[config.mk]
export PLATFORM = sky130hd
export DESIGN_NAME = conv_param_server
export DESIGN_NICKNAME = d
export VERILOG_FILES = /design/src/rtl/conv_param_server.sv
export SDC_FILE = /design/constraint.sdc
export NUM_CORES = 2
export LEC_CHECK = 0
export ABC_AREA = 0
export CORE_MARGIN = 2
export CORE_UTILIZATION = 63
export DETAILED_ROUTE_END_ITERATION = 12
export GPL_ROUTABILITY_DRIVEN = 0
export GPL_TIMING_DRIVEN = 0
export PLACE_DENSITY = 0.79
export REMOVE_ABC_BUFFERS = 1
export SKIP_CTS_REPAIR_TIMING = 1
export SLEW_MARGIN = 20
export SYNTH_ARGS = -nofsm -noshare
export SYNTH_HDL_FRONTEND = slang
export SYNTH_SLANG_ARGS = --single-unit
[constraint.sdc]
create_clock -name clk -period 5.6 [get_ports clk]
set_input_delay 1.4 -clock clk [delete_from_list [all_inputs] [get_ports clk]]
set_output_delay 1.4 -clock clk [all_outputs]
set_load 0.03 [all_outputs]
[src/rtl/conv_param_server.sv]
// Conv weight and batch-norm gamma/beta parameter store, filled from a host word stream,
// with zero-latency reads. Define PARAM_CHECKSUM_EN to require a trailing checksum word.
module conv_param_server #(
    parameter int N            = 16,
    parameter int K            = 3,
    parameter int IN_CHANNELS  = 1,
    parameter int OUT_CHANNELS = 16,
    localparam int W_DEPTH     = K * K * IN_CHANNELS * OUT_CHANNELS,
    localparam int BN_DEPTH    = 2 * OUT_CHANNELS,
    localparam int WA          = $clog2(W_DEPTH),
    localparam int BA          = $clog2(BN_DEPTH)
) (
    input  logic          clk,
    input  logic          rst,
    input  logic          load_start,
    input  logic [N-1:0]  load_data,
    input  logic          load_valid,
    output logic          load_ready,
    input  logic          weight_en,
    input  logic [WA-1:0] weight_addr,
    output logic [N-1:0]  weight_data,
    input  logic          bn_en,
    input  logic [BA-1:0] bn_addr,
    output logic [N-1:0]  bn_data,
    output logic          params_ready,
    output logic          param_error
);
    localparam logic [2:0] IDLE    = 3'd0;
    localparam logic [2:0] LOAD_W  = 3'd1;
    localparam logic [2:0] LOAD_BN = 3'd2;
    localparam logic [2:0] CHECK   = 3'd3;
    localparam logic [2:0] READY   = 3'd4;

    logic [2:0]    state_q, state_d;
    logic [WA-1:0] cnt_q, cnt_d;
    logic          load_ready_q;
    logic          params_ready_q;
    logic          xfer;
    logic          wr_w, wr_bn;

    logic [N-1:0] wmem  [W_DEPTH];
    logic [N-1:0] bnmem [BN_DEPTH];

`ifdef PARAM_CHECKSUM_EN
    logic [15:0] sum_q, sum_d;
    logic        err_q, err_d;
`endif

    assign xfer = load_valid && load_ready_q;

    always_comb begin
        state_d = state_q;
        cnt_d   = cnt_q;
`ifdef PARAM_CHECKSUM_EN
        sum_d   = sum_q;
        err_d   = err_q;
`endif
        // A restart wins over any same-cycle transfer, which is dropped.
        if (load_start) begin
            state_d = LOAD_W;
            cnt_d   = '0;
`ifdef PARAM_CHECKSUM_EN
            sum_d   = '0;
            err_d   = 1'b0;
`endif
        end else if (xfer) begin
            case (state_q)
                LOAD_W: begin
                    cnt_d = cnt_q + 1'b1;
`ifdef PARAM_CHECKSUM_EN
                    sum_d = sum_q + 16'(load_data);
`endif
                    if (cnt_q == WA'(W_DEPTH - 1)) begin
                        state_d = LOAD_BN;
                        cnt_d   = '0;
                    end
                end
                LOAD_BN: begin
                    cnt_d = cnt_q + 1'b1;
`ifdef PARAM_CHECKSUM_EN
                    sum_d = sum_q + 16'(load_data);
`endif
                    if (cnt_q == WA'(BN_DEPTH - 1)) begin
                        cnt_d = '0;
`ifdef PARAM_CHECKSUM_EN
                        state_d = CHECK;
`else
                        state_d = READY;
`endif
                    end
                end
`ifdef PARAM_CHECKSUM_EN
                CHECK: begin
                    if (16'(load_data) == sum_q) begin
                        state_d = READY;
                    end else begin
                        state_d = IDLE;
                        err_d   = 1'b1;
                    end
                end
`endif
                default: ;
            endcase
        end
    end

    always_ff @(posedge clk) begin
        if (!rst) begin
            state_q        <= IDLE;
            cnt_q          <= '0;
            load_ready_q   <= 1'b0;
            params_ready_q <= 1'b0;
`ifdef PARAM_CHECKSUM_EN
            sum_q          <= '0;
            err_q          <= 1'b0;
`endif
        end else begin
            state_q        <= state_d;
            cnt_q          <= cnt_d;
            load_ready_q   <= (state_d == LOAD_W) || (state_d == LOAD_BN) || (state_d == CHECK);
            params_ready_q <= (state_d == READY);
`ifdef PARAM_CHECKSUM_EN
            sum_q          <= sum_d;
            err_q          <= err_d;
`endif
        end
    end

    // Stores are never reset; contents are only trusted while params_ready is high.
    assign wr_w  = xfer && !load_start && (state_q == LOAD_W);
    assign wr_bn = xfer && !load_start && (state_q == LOAD_BN);

    always_ff @(posedge clk) begin
        if (wr_w)  wmem[cnt_q]            <= load_data;
        if (wr_bn) bnmem[cnt_q[BA-1:0]]   <= load_data;
    end

    assign weight_data = (params_ready_q && weight_en && (int'(weight_addr) < W_DEPTH))
                         ? wmem[weight_addr] : '0;
    assign bn_data     = (params_ready_q && bn_en && (int'(bn_addr) < BN_DEPTH))
                         ? bnmem[bn_addr] : '0;

    assign load_ready   = load_ready_q;
    assign params_ready = params_ready_q;
`ifdef PARAM_CHECKSUM_EN
    assign param_error  = err_q;
`else
    assign param_error  = 1'b0;
`endif
endmodule

==> flow_metrics.py <==
metrics = {
    "run_status": {
        "status": "complete, but fails checks",
        "violations": "negative setup slack",
    },
    "synthesis": {
        "ys_seq_area_share_pct": 77.6,
        "synth_common_cells": "2,816 x edfxtp_1, 703 x mux4_2, 236 x nor2_1, 211 x mux2i_1, 132 x nand2_1",
        "synthTopCellsByArea": "edfxtp_1 77%, mux4_2 14%, mux2i_1 1.9%",
        "synth_cell_types": 68,
        "yosys_warnings": 0,
        "netlist_instances": 4878,
        "syn_area_mm2": 0.109,
        "synth_edf_count": 2816,
        "async_flop_share_pct": 0,
        "yosysMostFrequentCell": "edfxtp_1",
        "yosysTopAreaCellShare_pct": 77.3,
        "ys_ff_latch": 2829,
        "synth_ff_type": "edfxtp_1",
        "avgSynthCellArea_um2": 22.4,
        "synth_top_area_cell": "edfxtp_1",
    },
    "sta": {
        "relSlewSlack_pct": 25.2,
        "final_max_slew_viol_count": 0,
        "final.setup_skew_ns": 0.0588,
        "worst_pin_slew_ns": 1.12,
        "post-route-period-util_pct": 105,
        "period_needed_ns": 5.88,
        "worst_slack_ns": -0.285,
        "finalHoldViolations": 0,
        "fmax_mhz": 170,
        "final-setup-viol-count": 15,
    },
    "cts": {
        "cts_buffers": 287,
        "cts_root_buf": "clkbuf_16",
        "cts_tree": "built",
        "cts_buffer_depth": 4,
        "cts.sinks": 2829,
        "cts.htree.levels": 5,
        "cts.clk_slew.worst_paths_ns": 0.07,
        "clk_latency_ns": 0.96,
    },
    "min_path": {
        "hold_path_class": "flop to flop",
        "min_from": "cnt_q[0]",
    },
    "power": {
        "cellPowerDensity_mw_per_mm2": 351,
        "peakVddDrop_uv": 366,
        "leakage_uw": 0.0402,
        "power_uw": 44600,
    },
    "layout": {
        "drive_gt1_share_pct": 33.1,
        "fin_nets": 5358,
        "multi_input_comb_area_mm2": 0.0243,
        "synthToLayoutAreaGrowth_pct": 16.4,
        "seq_area_mm2": 0.0848,
        "filler_cell_count": 8473,
        "utilization_pct": 74.0,
    },
    "setup_path": {
        "setup.worst_path.end_class": "primary output",
        "crit_type": "input port to primary output",
        "reg2reg_from": "load_ready",
        "cp-start-kind": "input port",
        "critPathRequiredTime_ns": 4.20,
        "setup.worst_path.start": "weight_addr[2]",
        "crit_fanout": 40,
        "cp.arrival_ns": 4.48,
    },
    "global_routing": {
        "gr-usage-met3_pct": 9.83,
        "grt_pass1_vias": 56200,
        "grtUsageMet1_pct": 45.4,
        "grt_busiest_layer": "met2",
        "antenna_found_initial": 20,
        "overflow": 0,
        "grt_util_met2_pct": 52.0,
        "grt_pass1_wl_um": 416000,
        "grt_max_degree": 113,
        "gr-usage-all-layers_pct": 33.8,
    },
    "floorplanning": {
        "dieWidth_um": 421,
        "start_util_pct": 63.6,
        "row_count": 152,
        "boundaryPins": 70,
        "fp.dieH_um": 421,
        "core_area_mm2": 0.172,
        "die-area_mm2": 0.177,
    },
    "detailed_routing": {
        "drc": 0,
        "ant_nets": 0,
        "viasPerCell": 7.77,
        "num_vias": 60800,
        "totalWireLength_um": 343000,
        "drt-initial-drc-count": 12100,
        "drt_first_pass_iters": 8,
        "routedWlPerCell_um": 43.7,
    },
    "flow_run": {
        "cap_violations": 0,
    },
    "place": {
        "io_buffers": 68,
        "dp_hpwl_um": 163000,
    },
}
power breakdown:
part | switching (uW) | internal [uW] | leakage (uW)
logic | 1610 | 921 | 0.0106
clock network | 8290 | 10500 | 0.00429
registers | 1.68 | 23300 | 0.0254
through the flow:
step / TNS [ns] / hold slack, ns / cells / cell area (um2) / setup WS [ns]
after global routing: -1.84 / 0.642 / 7829 / 127000 / -0.198
after global placement: -5517.08 / 0.498 / 6983 / 111000 / -46.39
after detailed placement: -30.60 / 0.506 / 7186 / 115000 / -2.22
after floorplan: -20.52 / 0.481 / 4605 / 108000 / -1.63
after CTS: -31.20 / 0.610 / 7674 / 124000 / -2.29
final: -2.61 / 0.657 / 7834 / 127000 / -0.285
layout make-up:
| class | instances | share of cell area, % |
|---|---|---|
| multi-input combinational | 1770 | 19.1 |
| sequential | 2829 | 66.7 |
| timing repair buffer | 422 | 4.95 |
| clock buffer | 347 | 5.96 |
| timing repair inverter | 1 | 0.00885 |
| inverter | 8 | 0.0571 |
| antenna | 6 | 0.0118 |
| tap | 2310 | 2.27 |
| clock inverter | 141 | 0.955 |
final timing paths:
path / endpoint / slack, ns / cells past startpoint
setup reg to reg: wmem[104][13] / 0.77 / 7
setup / recovery: weight_data[14] / -0.28 / 10
hold reg to reg: cnt_q[0] / 0.66 / 2
hold / removal: cnt_q[0] / 0.66 / 2
logic make-up after synthesis:
logic type	count (synthesis)	share of synthesized area, %
flops	2829	77.6
mux	923	16.5
simple gates	510	2.03
compound gates	323	2.17
buf+inv	281	1.61
xor+xnor	7	0.0561
fa+ha+maj	4	0.0458
other cells	1	0.00343
flip-flops by register name, indices dropped and copies added (netlist names):
signal,cells
wmem,2304
load_ready,1
params_ready,1
bnmem,512
cnt_q,8
state_q,3
metal layers:
metal / wire [um] / part of all wire, %
met5: 203 / 0.059
met2: 159000 / 47
met3: 53500 / 16
met1: 105000 / 31
met4: 24800 / 7.2
cells in the final DEF (no fill, tap or decap), types with 17 or more instances in the layout:
cell type and count:
edfxtp_1 2816, mux4_2 703, clkbuf_16 350, mux2i_1 203
nor2_2 154, nand2_1 106, buf_6 89, buf_8 87
buf_4 86, nor2_1 56, clkinv_1 56, clkbuf_1 52
a21oi_1 51, a22oi_1 48, buf_16 46, clkinv_2 41
nor2_4 27, nand2_2 24, nor3_1 24, a211oi_1 22
a221oi_1 21, bufinv_16 20, nand2b_1 19, clkdlybuf4s50_1 19
o22ai_1 18, nor2b_1 18, buf_12 18, o21ai_0 17
worst max-delay path: stages:
cell and delay (ns):
buf_16 0.18, buf_16 0.28, inv_16 0.25, buf_16 0.32
nand2_2 0.24, o22ai_1 0.27, a211oi_1 0.13, nor4_4 0.74
o31ai_2 0.19, clkbuf_2 0.23
(Power assumes the default switching activity.)
